`src/rtl/dc_blocking_filter_if.sv`:
```
// rtl/dc_blocking_filter_if.sv - sample-in / sample-out valid/ready bundle for dc_blocking_filter
interface dc_blocking_filter_if #(
  parameter int G_DWIDTH = 24
);
  logic signed [G_DWIDTH-1:0] din;
  logic                       din_valid;
  logic                       din_ready;
  logic signed [G_DWIDTH-1:0] dout;
  logic                       dout_valid;
  logic                       dout_ready;

  modport master (
    output din, din_valid, dout_ready,
    input  din_ready, dout, dout_valid
  );

  modport slave (
    input  din, din_valid, dout_ready,
    output din_ready, dout, dout_valid
  );
endinterface

```
`src/rtl/dc_blocking_filter.sv`:
```
// rtl/dc_blocking_filter.sv - first-order DC-blocking high-pass filter with guard bits and saturation
module dc_blocking_filter #(
  parameter int G_DWIDTH     = 24,
  parameter int G_POLE_SHIFT = 10,
  parameter int G_FRAC_BITS  = 8
) (
  input  logic                 clk,
  input  logic                 reset,
  input  logic                 enable,
  input  logic                 bypass,
  input  logic                 flush,
  dc_blocking_filter_if.slave  s
);

  localparam int W  = G_DWIDTH + G_FRAC_BITS;
  localparam int AW = W + 3;

  localparam logic signed [AW-1:0] ACC_MAX = {{4{1'b0}}, {(W-1){1'b1}}};
  localparam logic signed [AW-1:0] ACC_MIN = {{4{1'b1}}, {(W-1){1'b0}}};
  localparam logic signed [W-1:0]  Y_MAX   = {1'b0, {(W-1){1'b1}}};
  localparam logic signed [W-1:0]  Y_MIN   = {1'b1, {(W-1){1'b0}}};

  typedef enum logic [1:0] {
    SM_INIT,
    SM_GET_INPUT,
    SM_COMPUTE,
    SM_SEND_OUTPUT
  } state_t;

  state_t                     state;
  logic signed [G_DWIDTH-1:0] din_q;
  logic signed [G_DWIDTH-1:0] dout_q;
  logic signed [W-1:0]        x1;
  logic signed [W-1:0]        y1;
  logic signed [W-1:0]        x_ext;
  logic signed [W-1:0]        y_sat;
  logic signed [AW-1:0]       acc;
  logic                       rdy_q;
  logic                       vld_q;

  // Recursion runs with G_FRAC_BITS of guard below the sample LSB so the
  // pole leak does not stall at integer granularity.
  always_comb begin
    x_ext = {din_q, {G_FRAC_BITS{1'b0}}};
    acc   = AW'(x_ext) - AW'(x1) + AW'(y1) - AW'(y1 >>> G_POLE_SHIFT);
    if (acc > ACC_MAX) begin
      y_sat = Y_MAX;
    end else if (acc < ACC_MIN) begin
      y_sat = Y_MIN;
    end else begin
      y_sat = acc[W-1:0];
    end
  end

  assign s.din_ready  = bypass ? s.dout_ready : rdy_q;
  assign s.dout_valid = bypass ? s.din_valid  : vld_q;
  assign s.dout       = bypass ? s.din        : dout_q;

  always_ff @(posedge clk) begin
    if (reset || !enable) begin
      state  <= SM_INIT;
      din_q  <= '0;
      dout_q <= '0;
      x1     <= '0;
      y1     <= '0;
      rdy_q  <= 1'b0;
      vld_q  <= 1'b0;
    end else begin
      if (bypass) begin
        // Any in-flight sample is dropped; history stays as it was.
        state <= SM_GET_INPUT;
        rdy_q <= 1'b1;
        vld_q <= 1'b0;
      end else begin
        case (state)
          SM_INIT: begin
            state <= SM_GET_INPUT;
            rdy_q <= 1'b1;
          end
          SM_GET_INPUT: begin
            if (s.din_valid && rdy_q) begin
              din_q <= s.din;
              rdy_q <= 1'b0;
              state <= SM_COMPUTE;
            end
          end
          SM_COMPUTE: begin
            x1     <= x_ext;
            y1     <= y_sat;
            dout_q <= y_sat[W-1:G_FRAC_BITS];
            vld_q  <= 1'b1;
            state  <= SM_SEND_OUTPUT;
          end
          SM_SEND_OUTPUT: begin
            if (s.dout_ready) begin
              vld_q <= 1'b0;
              rdy_q <= 1'b1;
              state <= SM_GET_INPUT;
            end
          end
          default: begin
            state <= SM_INIT;
            rdy_q <= 1'b0;
            vld_q <= 1'b0;
          end
        endcase
      end
      // Flush overrides a same-cycle commit; the commit itself used old history.
      if (flush) begin
        x1 <= '0;
        y1 <= '0;
      end
    end
  end

endmodule

```
`src/flat_wrapper.sv`:
```
// flat-port wrapper written by rule: the top's interface ports become plain ports
module dc_blocking_filter_flat 
#(
  parameter int G_DWIDTH     = 24,
  parameter int G_POLE_SHIFT = 10,
  parameter int G_FRAC_BITS  = 8
)
  (clk, reset, enable, bypass, flush, s_din, s_din_valid, s_dout_ready, s_din_ready, s_dout, s_dout_valid);
  dc_blocking_filter_if #(.G_DWIDTH(G_DWIDTH)) s_i ();
  input  logic clk;
  input  logic reset;
  input  logic enable;
  input  logic bypass;
  input  logic flush;
  input wire logic [$bits(s_i.din)-1:0] s_din;
  input wire logic [$bits(s_i.din_valid)-1:0] s_din_valid;
  input wire logic [$bits(s_i.dout_ready)-1:0] s_dout_ready;
  output wire logic [$bits(s_i.din_ready)-1:0] s_din_ready;
  output wire logic [$bits(s_i.dout)-1:0] s_dout;
  output wire logic [$bits(s_i.dout_valid)-1:0] s_dout_valid;
  assign s_i.din = s_din;
  assign s_i.din_valid = s_din_valid;
  assign s_i.dout_ready = s_dout_ready;
  assign s_din_ready = s_i.din_ready;
  assign s_dout = s_i.dout;
  assign s_dout_valid = s_i.dout_valid;
  dc_blocking_filter #(.G_DWIDTH(G_DWIDTH), .G_POLE_SHIFT(G_POLE_SHIFT), .G_FRAC_BITS(G_FRAC_BITS)) u_core (.clk(clk), .reset(reset), .enable(enable), .bypass(bypass), .flush(flush), .s(s_i));
endmodule
```
`config.mk`:
```
export PLATFORM = sky130hd
export DESIGN_NAME = dc_blocking_filter_flat
export DESIGN_NICKNAME = d
export VERILOG_FILES = /design/src/rtl/dc_blocking_filter_if.sv /design/src/rtl/dc_blocking_filter.sv /design/src/flat_wrapper.sv
export SDC_FILE = /design/constraint.sdc
export NUM_CORES = 1
export LEC_CHECK = 0
export BUFFER_PORTS_ARGS = -buffer_cell sky130_fd_sc_hd__buf_2
export CORE_ASPECT_RATIO = 1.1
export CORE_MARGIN = 3
export CORE_UTILIZATION = 62
export CTS_CLUSTER_SIZE = 8
export DETAILED_ROUTE_END_ITERATION = 6
export PLACE_DENSITY = 0.82
export SLEW_MARGIN = 40
export SYNTH_ARGS = -nofsm -noshare
export SYNTH_HDL_FRONTEND = slang
export SYNTH_SLANG_ARGS = --single-unit
```
`constraint.sdc`:
```
create_clock -name clk -period 7.09 [get_ports clk]
set_clock_uncertainty 0.15 [all_clocks]
set_input_delay 1.418 -clock clk [delete_from_list [all_inputs] [get_ports clk]]
set_output_delay 1.418 -clock clk [all_outputs]
set_load 0.03 [all_outputs]
```
# ---- Word-level counts from Yosys, hierarchy flattened
# Index checks and enable logic that the tools add are counted.
dict set report totals {
  output_inout_bits 26
  input_bits 31
  wordCells 50
  reg_bits 108
}
dict set report classes {
  eq_ne 7
  addsub 3
  muxes 15
  n_bitwise 1
  reduce_logical 14
  order_cmp 2
}
# cell count
set op_table {}
lappend op_table {{2-to-1 mux 32 bit} 2}
lappend op_table {{greater-than comparator 35 x 32 -> 1 bit, second input constant} 1}
lappend op_table {{< comparator 35 x 32 -> 1 bit, second input constant} 1}
lappend op_table {{subtractor 35 x 22 -> 35 bit} 1}
lappend op_table {{adder 33 x 32 -> 34 bit} 1}
lappend op_table {{subtractor 32 x 32 -> 33 bit} 1}
lappend op_table {{2-to-1 mux 24 bit} 1}
lappend op_table {{case mux 2 bit (4 select lines)} 1}
lappend op_table {{AND reduction 2 bit} 4}
lappend op_table {{2-to-1 mux 1 bit} 7}
lappend op_table {{AND reduction 3 bit} 2}
lappend op_table {{== test 2 bit, second input constant} 2}
lappend op_table {{2-to-1 mux 2 bit} 2}
lappend op_table {{nonzero test 4 bit} 1}
lappend op_table {{OR reduction 2 bit} 2}
lappend op_table {{!= test 3 x 2 -> 1 bit, second input constant} 1}
lappend op_table {{!= test 3 bit, second input constant} 1}
lappend op_table {{case mux 1 bit (3 select lines)} 1}
lappend op_table {{== test 2 x 1 -> 1 bit, second input constant} 1}
lappend op_table {{logical NOT 2 bit} 1}
lappend op_table {{!= test 2 x 1 -> 1 bit, second input constant} 1}
lappend op_table {{!= test 2 bit, second input constant} 1}
lappend op_table {{case mux 1 bit (2 select lines)} 1}
lappend op_table {{nonzero test 2 bit} 1}
lappend op_table {{4 further kinds} 4}

# ---- Longest topological paths before layout
# Gate-level depths: netlist of the first run.
dict set report depth {
  word_depth 6
  mapped_depth 25
  ltp_nobuf 23
}

# ---- Worst setup path after synthesis of the first run
# OpenSTA, ideal clock, no wires.
dict set report synth_path {
  path_kind {flip-flop to flip-flop}
  startpoint {reg u_core.y1[13]}
  endpoint {reg u_core.dout_q[20]}
  setup_time_ns 0.122
  n_path_buf 1
  required_time_ns 6.818
  path_stages_with_launch 25
  setup_slack_ns 1.639
  synth_period_minus_slack_ns 5.451
  t_arrival_ns 5.179
  path_cell_list {dfxtp_1 > inv_1 > fa_1 > inv_1 > ha_1 > a21o_1 > a21o_1 > a211oi_1 > o21ai_0 > o21ba_2 > o21ai_0 > a21o_1 > a21boi_0 > xnor2_1 > ha_1 > a2111oi_0 > o21ai_0 > a221o_1 > a21o_1 > a21oi_1 > xor2_1 > nand4_1 > o21ai_2 > buf_2 > o22ai_1}
}
dict set report synth_between {
  elab_chain_len 5
  elab_cells_between_ends 6
  cone_classes {add/sub: 2; order compare: 2; mux: 2}
}
# element line
set synth_rtl {}
lappend synth_rtl {{start: declaration} dc_blocking_filter.sv:34} ;# logic signed [W-1:0] y1;
lappend synth_rtl {{start signal: assignment} dc_blocking_filter.sv:89} ;# y1 <= y_sat;
lappend synth_rtl {{adder 33 x 32 -> 34 bit} dc_blocking_filter.sv:45} ;# acc = AW'(x_ext) - AW'(x1) + AW'(y1) - AW'(y1 >>> G_POLE_SHIFT);
lappend synth_rtl {{subtractor 35 x 22 -> 35 bit (*)} dc_blocking_filter.sv:45}
lappend synth_rtl {{< comparator 35 x 32 -> 1 bit} dc_blocking_filter.sv:48} ;# end else if (acc < ACC_MIN) begin
lappend synth_rtl {{2-to-1 mux 32 bit} dc_blocking_filter.sv:48}
lappend synth_rtl {{2-to-1 mux 32 bit (*)} dc_blocking_filter.sv:46} ;# if (acc > ACC_MAX) begin
lappend synth_rtl {{end signal: assignment} dc_blocking_filter.sv:90} ;# dout_q <= y_sat[W-1:G_FRAC_BITS];
lappend synth_rtl {{end: declaration} dc_blocking_filter.sv:32} ;# logic signed [G_DWIDTH-1:0] dout_q;
# Every way passes the cells marked *; elsewhere a longest branch is shown, timed or not.
# A chain may end at the register's enable or synchronous reset.

# ---- Worst setup path in the final report of the first run
dict set report layout_path {
  startpoint {reg u_core.y1[8]}
  endpoint {reg u_core.dout_q[21]}
}
dict set report layout_between {
  elab_chain_len 5
  elab_cells_between_ends 6
  cone_classes {add/sub: 2; order compare: 2; mux: 2}
}
# element line
set layout_rtl {}
lappend layout_rtl {{adder 33 x 32 -> 34 bit (*)} dc_blocking_filter.sv:45}
lappend layout_rtl {{subtractor 35 x 22 -> 35 bit (*)} dc_blocking_filter.sv:45}
lappend layout_rtl {{< comparator 35 x 32 -> 1 bit} dc_blocking_filter.sv:48}
lappend layout_rtl {{2-to-1 mux 32 bit} dc_blocking_filter.sv:48}
lappend layout_rtl {{2-to-1 mux 32 bit (*)} dc_blocking_filter.sv:46}
# Marked as above.

==> impl_results.md, run 1 <==
- Status: finished, final reports clean
- Post-Route WL: 24.9 mm
- Post-CTS Hold Fix Bufs: 0
- Die Y: 131 um
- Setup TNS: 0 ns
- Critical-path maximum fanout: 54
- Worst-case clock buffer depth: 2
- Post CTS Setup Buffer Count: 0
- RSZ-0062 raised after global routing: false
- Most numerous cell in the Yosys netlist: a21oi_1
- Register area share after synthesis: 0.245
- CP endpoint kind: flop
- Pin count of the biggest net entering global routing: 55
- Arrival @ worst endpoint: 6.54 ns
- PwrDens: 249 nW/um2
- CTS Buf Count: 9
- Final Wtd Congestion: 0.945
- Clk Latency, worst-skew pair: 0.36 ns
- Final min period: 6.48 ns
- Final setup viols: 0
- Hold WS: 0.309 ns
- Max Cap Violations: 0
- Synth async-reset ratio: 0
- H-tree levels: 3
- Nets@finish: 1282
- EDFF count, synth: 0
- Slew Viols, Final: 0
- CP Launch Type: flop
- Dominant synthesized flop cell: dfxtp_1
- Pre-Repair DR Iteration Count: 5
- Slew HR: 0.514
- DR vias/cell: 6.18
- Die ar.: 15700 um2
- Starting Density: 0.636
- Reg clk slew, reported paths: 0.07 ns
- Fmax: 154 MHz
- Avg Inst Size Synth: 7.83 um2
- Top cells by area, synth: dfxtp_1 (25%), ha_1 (9.9%), a21oi_1 (8.2%)
- Initial antenna violation count: 0
- Synth cell count leaders: a21oi_1 (145), nand2_1 (142), inv_1 (114), dfxtp_1 (108), ha_1 (70)
- Max IR drop VDD: 0.000269 V
- Number of synthesized register bits: 108
- CTS root buf: clkbuf_16
- Syn_nets: 1252
- Yosys top cell by area: dfxtp_1
- Post-detail-place hpwl: 18.5 mm
- CP required: 7.15 ns
- Area delta synth->final: 8.73%
- IO Count: 57
- Initial DRC count: 745
- Global-route congestion overflow total: 0
- Wirelength per Cell: 18.5 um
- Die X: 120 um
- Drt drc: 0
- Hold Path Class: flop to flop
- Core footprint: 13900 um2
- Routed Antenna Nets: 0
- P_leak: 3.99 nW
- CTS tree: built
- Fin crit share: 0.914
- Synth Cell Area: 8810 um2
- CTS resizes: 0
- Post-synth top area share: 0.245
- YS warnings: 0
- Num Clock Sinks: 108
- Port bufs: 56
- Kind of critical path: flop to flop
- Synth unique cells: 65
- Total track usage: 0.313
- Vias in the first global route: 7992
- Layout cells sized above 1: 0.127
- Row count: 45
- Via count: 8335
- Hold Fails Final Rpt: 0
- Final core utilization: 0.692
- Worst slew pin tran: 0.727 ns
- Cells after synthesis: 1126
- ANT cells: 0
- First-pass GRT wire length: 39.5 mm
==> layer usage <==
layer  track usage  share of wire  vias to the layer above
met3        0.0456          0.054                       90
li1              -              -                     4003
met4         0.193          0.060                        0
met1         0.358           0.38                     3922
met5             0              0                        -
met2         0.558           0.50                      320
==> sequential cells by signal, summed over array words and instances, names as in the netlist <==
signal and count:
u_core.x1 24, u_core.state 2, u_core.din_q 24, u_core.rdy_q 1, u_core.vld_q 1, u_core.y1 32
u_core.dout_q 24
==> cells by family (layout without fill, tap and decap cells) <==
family | Yosys count | in the layout | share of synthesized area
AO/OA/AOI/OAI | 368 | 368 | 0.271
XOR/XNOR | 54 | 54 | 0.0537
buffers and inverters | 163 | 198 | 0.0737
flip-flops | 108 | 108 | 0.245
multiplexers | 27 | 27 | 0.0344
AND/OR/NAND/NOR | 311 | 311 | 0.166
adder cells (fa/ha/maj) | 95 | 95 | 0.156
==> critical path: stages (launching register included) <==
cell and delay, ns:
dfxtp_1 0.32, inv_1 0.08, fa_1 0.55, inv_1 0.08
ha_1 0.33, a21oi_1 0.24, a21boi_0 0.45, o21ai_0 0.17
a21oi_1 0.31, o21ai_0 0.24, mux2i_1 0.19, nand3_1 0.12
ha_1 0.43, a21oi_2 0.24, o21a_1 0.14, o21ai_0 0.07
a221o_1 0.42, o211a_1 0.28, o21ai_2 0.46, nand4_1 0.27
o21ai_4 0.22, buf_12 0.27, a21oi_1 0.19
==> cells in the final DEF, fill, tap and decap left out, types with 15 or more instances in the layout <==
| cell type | n |
|---|---|
| mux2_2 | 26 |
| nand2_1 | 142 |
| a21oi_1 | 145 |
| inv_1 | 114 |
| a221oi_2 | 16 |
| xnor2_1 | 36 |
| nand2b_1 | 18 |
| o22ai_1 | 15 |
| dfxtp_1 | 108 |
| fa_1 | 25 |
| xor2_1 | 18 |
| o21ai_0 | 69 |
| nand3_1 | 17 |
| nor2b_1 | 17 |
| o21bai_1 | 15 |
| a31oi_1 | 24 |
| a21o_1 | 24 |
| nor2_1 | 48 |
| buf_2 | 56 |
| ha_1 | 70 |
==> where the power goes <==
| group | switching [mW] | internal (mW) | total, mW |
|---|---|---|---|
| Clock | 0.248 | 0.290 | 0.538 |
| Combinational | 0.818 | 0.418 | 1.24 |
| Sequential | 0.00218 | 0.609 | 0.611 |
==> layout make-up <==
class,count,area (um2)
Multi-Input combinational cell,855,6040
Timing Repair Buffer,68,403
Sequential cell,108,2160
Inverter,114,428
Tap cell,188,235
Fill cell,1173,4270
Clock buffer,11,243
Clock inverter,5,68.8
==> per-stage QoR <==
step | worst slack (ns) | cells | power [mW] | instance area, um2
final | 0.607 | 1349 | 2.38 | 9580
after global routing | 0.251 | 1349 | 2.49 | 9580
after CTS | 0.478 | 1348 | 2.36 | 9550
after detailed placement | 0.549 | 1332 | 1.82 | 9240
after global placement | 0.463 | 1332 | 1.81 | 9220
after floorplan | 1.64 | 1126 | 1.50 | 8810
==> path summary, 6_finish.rpt <==
| path | startpoint | endpoint | slack (ns) | cells past startpoint |
|---|---|---|---|---|
| setup / recovery | u_core.y1[8] | u_core.dout_q[21] | 0.61 | 22 |
| hold / removal | u_core.x1[17] | u_core.x1[17] | 0.31 | 2 |
| setup reg to reg | u_core.y1[8] | u_core.dout_q[21] | 0.61 | 22 |
| hold reg to reg | u_core.x1[17] | u_core.x1[17] | 0.31 | 2 |
Note: power is estimated with default switching activity, not from simulation.
==> inputs of run 2 (changes only) <==
Settings changed: ABC_AREA set to 1.
==> run 2 against run 1 <==
Worst hold slack gained 0.010 ns. Worst setup slack better by 0.91 ns. Final cell count rose by 18%. Fmax rose by 16%. Final area fell by 0.10%. Wire length is 0.85% lower. Area after synthesis grew 0.91%. First-iteration DRC count rose by 1.5%. Register-to-register slack improved by 0.91 ns. Largest power group unchanged. Critical path depth up 7. Die area grew 0.86%. Global-route usage is 0.11 points higher.
==> impl_results.md, run 2 <==
- Status: finished, final reports clean
- Setup TNS: 0 ns
- IO Count: 57
- Starting Density: 0.639
- Worst slew pin tran: 0.754 ns
- Layout cells sized above 1: 0.0769
- Initial DRC count: 756
- Max FFs per register: 32
- Hold endpoint: u_core.y1[26]
- Reg2reg end: u_core.dout_q[10]
- Routed Antenna Nets: 0
- Synth cell count leaders: nand2_1 (417), inv_1 (186), a21oi_1 (174), dfxtp_1 (108), nor2_1 (88)
- Final min period: 5.58 ns
- Core footprint: 13900 um2
- Pre-Repair DR Iteration Count: 5
- Final core utilization: 0.688
- Cells after synthesis: 1366
- Post-detail-place hpwl: 19.6 mm
- Post-CTS Hold Fix Bufs: 0
- CTS root buf: clkbuf_16
- Num Clock Sinks: 108
- Register area share after synthesis: 0.243
- Kind of critical path: flop to flop
- Commonest non-fill, non-tap cell in the layout: nand2_1
- CTS resizes: 0
- Critical-path maximum fanout: 23
- Post-synth top area share: 0.243
- Combinational power share: 0.587
- Syn_nets: 1492
- Top cells by area, synth: dfxtp_1 (24%), nand2_1 (18%), ha_1 (9.9%)
- Synth async-reset ratio: 0
- Post-Route WL: 24.7 mm
- Fmax: 179 MHz
- CP Launch Type: flop
- Arrival @ worst endpoint: 5.66 ns
- CTS tree: built
- EDFF count, synth: 0
- Port bufs: 56
- Worst-case clock buffer depth: 2
- First-pass GRT wire length: 40.6 mm
- Hold path startpoint: u_core.y1[26]
- Hold Path Class: flop to flop
- Clk Latency, worst-skew pair: 0.37 ns
- CP required: 7.17 ns
- Die Y: 132 um
- Post CTS Setup Buffer Count: 0
- Reg2reg path depth: 29
- Fin crit share: 0.787
- Slowest stage delay, CP: 0.54 ns
- ANT cells: 0
- Final Wtd Congestion: 1.03
- Total track usage: 0.314
- P_leak: 4.75 nW
- Slew HR: 0.494
- Slew Viols, Final: 0
- Vias in the first global route: 8176
- Hold Path Cell Cnt: 2
- Yosys top cell by area: dfxtp_1
- Global-route congestion overflow total: 0
- Drt drc: 0
- Initial antenna violation count: 0
- Final setup viols: 0
- CP max stage cell: o21ai_0
- Synth Cell Area: 8890 um2
- Avg Inst Size Synth: 6.51 um2
- Hold Fails Final Rpt: 0
- Number of synthesized register bits: 108
- Row count: 45
- CP endpoint kind: flop
- YS warnings: 0
- RSZ-0062 raised after global routing: false
- Reg clk slew, reported paths: 0.07 ns
- Most used cell, CP: nand2_1
- Internal power: 1.40 mW
- Switching Fraction: 0.499
- Area delta synth->final: 7.64%
- Max IR drop VDD: 0.000184 V
- CTS Buf Count: 9
- Most numerous cell in the Yosys netlist: nand2_1
- Wirelength per Cell: 15.5 um
- Reg2reg start: u_core.y1[10]
- Commonest cells after routing, fill and taps aside: nand2_1 (416), inv_1 (185), a21oi_1 (174)
- Flop-to-flop setup slack: 1.51 ns
- Nets@finish: 1525
- Reg with most FFs: u_core.y1
- PwrDens: 291 nW/um2
- Via count: 8882
- Die X: 120 um
- Die ar.: 15800 um2
- Synth unique cells: 41
- Dominant synthesized flop cell: dfxtp_1
- Pin count of the biggest net entering global routing: 75
- Sw Pwr: 1.39 mW
- H-tree levels: 3
- Max Cap Violations: 0
- Flop pwr share: 0.220
- DR vias/cell: 5.58
- Clock group share of total power: 0.193
-- run 2: area by class of cell --
cell class / instances / area (um2)
Clock buffer: 9 / 225
Sequential cell: 108 / 2160
Fill cell: 1261 / 4340
Multi-Input combinational cell: 1028 / 5820
Tap cell: 188 / 235
Timing Repair Buffer: 60 / 310
Inverter: 192 / 723
Clock inverter: 7 / 91.3
-- run 2: worst max-delay path: cells and delay by family (launching register included) --
| family | cells | cell delay [ns] |
|---|---|---|
| simple gates | 20 | 2.68 |
| fa+ha+maj | 3 | 1.28 |
| compound gates | 3 | 0.76 |
| flops | 1 | 0.35 |
| buf+inv | 2 | 0.11 |
| xor+xnor | 1 | 0.09 |
-- run 2: power groups by stage --
stage / Sequential [mW] / Combinational (mW) / Clock [mW]
2_1_floorplan: 0.627 / 1.28 / 0
3_3_place_gp: 0.628 / 1.56 / 0
3_5_place_dp: 0.628 / 1.57 / 0
4_1_cts: 0.614 / 1.59 / 0.541
5_1_grt: 0.614 / 1.82 / 0.558
6_report: 0.614 / 1.64 / 0.537
-- run 2: cells by family after synthesis --
| logic type | Yosys count | synth area share |
|---|---|---|
| xor gates and xnor gates | 56 | 0.0552 |
| buffers and inverters | 230 | 0.102 |
| DFF | 108 | 0.243 |
| AOI/OAI and AO/OA | 292 | 0.174 |
| and+or+nand+nor | 585 | 0.271 |
| adders and majority gates | 95 | 0.155 |
-- run 2: worst max path at each step --
stage                        from           endpoint  slack, ns  depth (start not counted)
finish              u_core.y1[10]  u_core.dout_q[10]       1.51                         29
global route        u_core.y1[10]  u_core.dout_q[15]       0.92                         29
CTS                 u_core.y1[10]  u_core.dout_q[14]       1.56                         29
detailed placement  u_core.y1[10]  u_core.dout_q[10]       1.58                         29
global placement    u_core.y1[10]  u_core.dout_q[10]       1.59                         29
floorplan           u_core.y1[10]  u_core.dout_q[10]       2.69                         32
-- run 2: per-layer routing --
metal	part of all wire	global-route usage	routed length, um	vias up
li1	-	-	-	4423
met5	0	0	0	-
met4	0.018	0.0770	434	0
met2	0.44	0.482	11000	341
met1	0.47	0.470	11600	4075
met3	0.071	0.0387	1760	43
-- run 2: stage by stage --
| stage | hold WS [ns] | power, mW | setup WS (ns) | area [um2] | cells |
|---|---|---|---|---|---|
| finish | 0.319 | 2.79 | 1.51 | 9570 | 1592 |
| global route | 0.348 | 2.99 | 0.920 | 9570 | 1592 |
| CTS | 0.319 | 2.74 | 1.56 | 9570 | 1592 |
| detailed placement | 0.309 | 2.20 | 1.58 | 9250 | 1576 |
| global placement | 0.303 | 2.19 | 1.59 | 9250 | 1576 |
| floorplan | 0.295 | 1.91 | 2.69 | 8890 | 1366 |
